===== src/rtl/mac_tile_dual.sv =====
// rtl/mac_tile_dual.sv - dual-dataflow (weight-/output-stationary) systolic MAC tile
module mac_tile_dual #(
  parameter int bw      = 4,
  parameter int psum_bw = 16
) (
  input  logic               clk,
  input  logic               reset,
  input  logic               os_mode,
  input  logic [bw-1:0]      in_w,
  output logic [bw-1:0]      out_e,
  input  logic [2:0]         inst_w,
  output logic [2:0]         inst_e,
  input  logic [psum_bw-1:0] in_n,
  output logic [psum_bw-1:0] out_s,
  output logic               valid_s
);

  logic [bw-1:0]      a_q;
  logic [bw-1:0]      b_q;
  logic [psum_bw-1:0] c_q;
  logic [psum_bw-1:0] acc_q;
  logic [psum_bw-1:0] s_q;
  logic [2:0]         inst_q;
  logic               load_ready_q;
  logic               mode_q;

  logic                      ws_active;
  logic                      ws_load;
  logic                      os_exec;
  logic                      os_flush;
  logic signed [bw-1:0]      in_n_lo;
  logic signed [2*bw-1:0]    ws_prod;
  logic signed [2*bw-1:0]    os_prod;
  logic signed [psum_bw-1:0] ws_prod_ext;
  logic signed [psum_bw-1:0] os_prod_ext;
  logic signed [psum_bw-1:0] in_n_lo_ext;
  logic [psum_bw-1:0]        ws_sum;

  assign ws_active = !mode_q && (inst_w[0] || inst_w[1]);
  assign ws_load   = !mode_q && inst_w[0] && load_ready_q;
  assign os_flush  = mode_q && inst_w[2];
  assign os_exec   = mode_q && inst_w[1] && !inst_w[2];

  assign in_n_lo     = in_n[bw-1:0];
  assign ws_prod     = $signed(a_q) * $signed(b_q);
  assign os_prod     = $signed(in_w) * in_n_lo;
  assign ws_prod_ext = psum_bw'(ws_prod);
  assign os_prod_ext = psum_bw'(os_prod);
  assign in_n_lo_ext = psum_bw'(in_n_lo);
  assign ws_sum      = ws_prod_ext + c_q;

  // mode only switches on an idle edge so in-flight instructions keep their dataflow
  always_ff @(posedge clk or negedge reset) begin
    if (!reset) begin
      mode_q <= 1'b0;
    end else if (inst_w == 3'b000) begin
      mode_q <= os_mode;
    end
  end

  always_ff @(posedge clk or negedge reset) begin
    if (!reset) begin
      inst_q <= 3'b000;
    end else begin
      inst_q[2:1] <= inst_w[2:1];
      // WS: the first load after arming is consumed here, later loads go east
      inst_q[0]   <= mode_q ? inst_w[0] : (inst_w[0] && !load_ready_q);
    end
  end

  always_ff @(posedge clk or negedge reset) begin
    if (!reset) begin
      load_ready_q <= 1'b1;
    end else if (!mode_q) begin
      if (inst_w[2]) begin
        load_ready_q <= 1'b1;
      end else if (ws_load) begin
        load_ready_q <= 1'b0;
      end
    end
  end

  always_ff @(posedge clk or negedge reset) begin
    if (!reset) begin
      a_q <= '0;
      b_q <= '0;
      c_q <= '0;
    end else begin
      if (ws_active) begin
        a_q <= in_w;
        c_q <= in_n;
      end
      if (ws_load) begin
        b_q <= in_w;
      end
      if (os_exec) begin
        a_q <= in_w;
        b_q <= in_n[bw-1:0];
      end
    end
  end

  // OS flush shifts the accumulator south and pulls the northern one in
  always_ff @(posedge clk or negedge reset) begin
    if (!reset) begin
      acc_q <= '0;
      s_q   <= '0;
    end else if (os_flush) begin
      s_q   <= acc_q;
      acc_q <= in_n;
    end else if (os_exec) begin
      acc_q <= acc_q + os_prod_ext;
      s_q   <= in_n_lo_ext;
    end
  end

  assign out_e   = a_q;
  assign inst_e  = inst_q;
  assign out_s   = mode_q ? s_q : ws_sum;
  assign valid_s = mode_q ? inst_q[2] : inst_q[1];

endmodule


===== config.mk =====
export PLATFORM = sky130hd
export DESIGN_NAME = mac_tile_dual
export DESIGN_NICKNAME = d
export VERILOG_FILES = /design/src/rtl/mac_tile_dual.sv
export SDC_FILE = /design/constraint.sdc
export NUM_CORES = 1
export LEC_CHECK = 0
export BUFFER_PORTS_ARGS = -buffer_cell sky130_fd_sc_hd__clkbuf_2
export CAP_MARGIN = 20
export CORE_MARGIN = 4
export CORE_UTILIZATION = 55
export CTS_CLUSTER_DIAMETER = 40
export DETAILED_ROUTE_END_ITERATION = 8
export GPL_TIMING_DRIVEN = 0
export HOLD_SLACK_MARGIN = 0.05
export PLACE_DENSITY = 0.75
export SLEW_MARGIN = 10
export SYNTH_ARGS = -nofsm -noshare
export SYNTH_HDL_FRONTEND = slang
export SYNTH_SLANG_ARGS = --single-unit

===== constraint.sdc =====
create_clock -name clk -period 8.5 [get_ports clk]
set_clock_uncertainty 0.15 [all_clocks]
set_input_delay 0.425 -clock clk [delete_from_list [all_inputs] [get_ports clk]]
set_output_delay 0.425 -clock clk [all_outputs]
set_load 0.02 [all_outputs]

==> results.ini <==
[die]
row_count = 34
die_h_um = 103
die_area_um2 = 10700
core_um2 = 8810
start_util = 0.569
fp.dieW_um = 103
io_pins = 50

[cts]
numCtsBuffers = 9
clk_pin_slew_ns = 0.08
cts_buffer_depth = 2
clk_latency_ns = 0.35
cts-resized-gates = 0
postCtsSetupBuffers = 0
cts_root_buf = clkbuf_8
cts_tree = built
cts-htree-levels = 3
cts_sinks = 61

[logic_synthesis]
ys.flop_type = dfrtp_1
synthesis.instances = 528
synth_area_um2 = 5010
syn_nets = 630
ys_async_sr_fraction = 1.00
synth-edff-count = 0
ys_seq_elements = 61
seq_area_frac_synth = 0.305
yosysUniqueCellTypes = 48
synth.yosys.warnings = 0
syn_avg_cell_area_um2 = 9.49

[sta]
final-setup-viol-count = 0
fin_tns_setup_ns = 0
fmax_mhz = 156
hold_violations = 0
maxSlewViolCount = 0
worst_pin_slew_ns = 0.966
rsz0062_at_grt = false
finalCritPeriodShare = 0.752
period_minus_slack_ns = 6.39
relSlewSlack = 0.351

[critical_path]
start_kind = register
required_ns = 7.93
crit_type = register to output port
path_delay_family = adder cells
cp_common_cell = fa_1
crit_chain = nand2b_1 > fa_1 > fa_1 > fa_1 > inv_1 > ha_1 > fa_1 > a21o_1 > a21oi_1 > xnor2_1 > ha_1 > a21oi_2 > inv_1 > a21oi_1 > o21ai_1 > or3b_1 > a31oi_1 > xor2_1 > o21ai_1 > clkbuf_2
cp.arrival_ns = 5.82
crit_fanout = 6
critPathSlowestCell = fa_1
slowest_delay_ns = 0.57
path_buf_inv = 3
endpoint_kind = output port

[placed_design]
dp_hpwl_um = 9250
placed_area_um2 = 5420
dp_cells = 686
io_buffers = 49
place_congestion = 0.842

[cells_and_area]
stdcell_count = 705
diodes = 0
design_area_um2 = 5700
drive_gt1_frac = 0.174
fin_nets = 694
mostFrequentLayoutCells = nand2_1 (60), dfrtp_1 (60), ha_1 (56)
syn_to_final_growth_pct = 13.7

[outcome]
status = finished, final reports clean

[detailed_routing]
drtPass1Iterations = 5
viasPerCell = 5.95
wirelength_um = 11900
wl_per_cell_um = 16.8
drc = 0
ant_nets = 0
drtIter0Drc = 266
vias = 4194

[global_routing]
grt_pass1_wl_um = 20100
grt_max_degree = 60
grt-ovfl-total = 0
grt_use_total = 0.241
antenna_found_initial = 1
grt_pass1_vias = 4223

[flow_run]
drv_cap = 0

[hold_path]
min_path_type = input port to register

-- state kept, by name, summed over array words and instances, names as in the netlist --
register,cells
b_q,4
inst_e,3
load_ready_q,1
s_q,16
out_e,4
c_q,16
acc_q,16
mode_q,1
-- path summary, 6_finish.rpt --
check                               start            to  slack, ns  cells past startpoint
min in group asynchronous           reset     acc_q[11]       0.28                      2
worst min-delay path            inst_w[2]     inst_e[2]       0.14                      1
worst max-delay path             out_e[0]     out_s[14]       2.11                     20
max in group asynchronous           reset  load_ready_q       7.40                      3
worst max register to register   acc_q[1]     acc_q[15]       5.61                      9
worst min register to register     s_q[3]        s_q[3]       0.34                      2
-- cells in the mapped netlist, types with 3 or more instances --
cell type / instances / area share
o21bai_1: 8 / 0.012
nand3_1: 6 / 0.0060
xor2_1: 14 / 0.024
nand2_1: 60 / 0.045
ha_1: 56 / 0.14
o21ai_1: 9 / 0.0090
clkbuf_1: 15 / 0.011
o22ai_1: 19 / 0.024
a211oi_1: 3 / 0.0045
a21o_1: 11 / 0.016
xnor2_1: 26 / 0.045
nand2b_1: 5 / 0.0062
nor3_1: 3 / 0.0030
dfrtp_1: 60 / 0.30
and2_1: 18 / 0.022
mux2_2: 22 / 0.049
a31oi_1: 5 / 0.0062
inv_1: 24 / 0.018
a22oi_1: 9 / 0.013
nor2_1: 16 / 0.012
o21ai_0: 40 / 0.040
a21oi_1: 49 / 0.049
fa_1: 20 / 0.080
-- what timing repair did --
action / in CTS / in global routing
setup endpoints to repair: 0 / 0
hold buffers: 2 / 0
endpoints found under the hold margin: 61 / 0
-- layer usage --
layer | vias to the layer above | GRT usage | wire length (um)
li1 | 2014 | - | -
met5 | - | 0 | 13
met4 | 2 | 0.0797 | 264
met2 | 106 | 0.394 | 5660
met1 | 2042 | 0.320 | 5340
met3 | 30 | 0.0510 | 590
-- cell type report --
type / count / area, um^2
Buffer: 17 / 65.1
Fill cell: 711 / 3110
Inverter: 24 / 90.1
Tap cell: 108 / 135
Clock inverter: 5 / 108
Timing Repair Buffer: 53 / 303
Sequential cell: 61 / 1530
Clock buffer: 11 / 141
Multi-Input combinational cell: 426 / 3330
-- metrics by stage --
stage	worst slack, ns	utilization	hold WS (ns)
6_report	2.11	0.647	0.136
5_1_grt	1.67	0.647	0.133
4_1_cts	1.85	0.646	0.119
3_5_place_dp	2.27	0.615	0.106
3_3_place_gp	2.36	0.612	0.314
2_1_floorplan	2.65	-	-0.0206
-- cell families after synthesis --
family | share of synthesized area
AO/OA/AOI/OAI | 0.212
buffers and inverters | 0.0310
XOR/XNOR | 0.0699
adder cells (fa/ha/maj) | 0.220
AND/OR/NAND/NOR | 0.106
multiplexers | 0.0565
flip-flops | 0.305
Power is left out: the tool's default activity adds up to more than one toggle a clock period on the data nets, which glitch-free logic cannot reach.
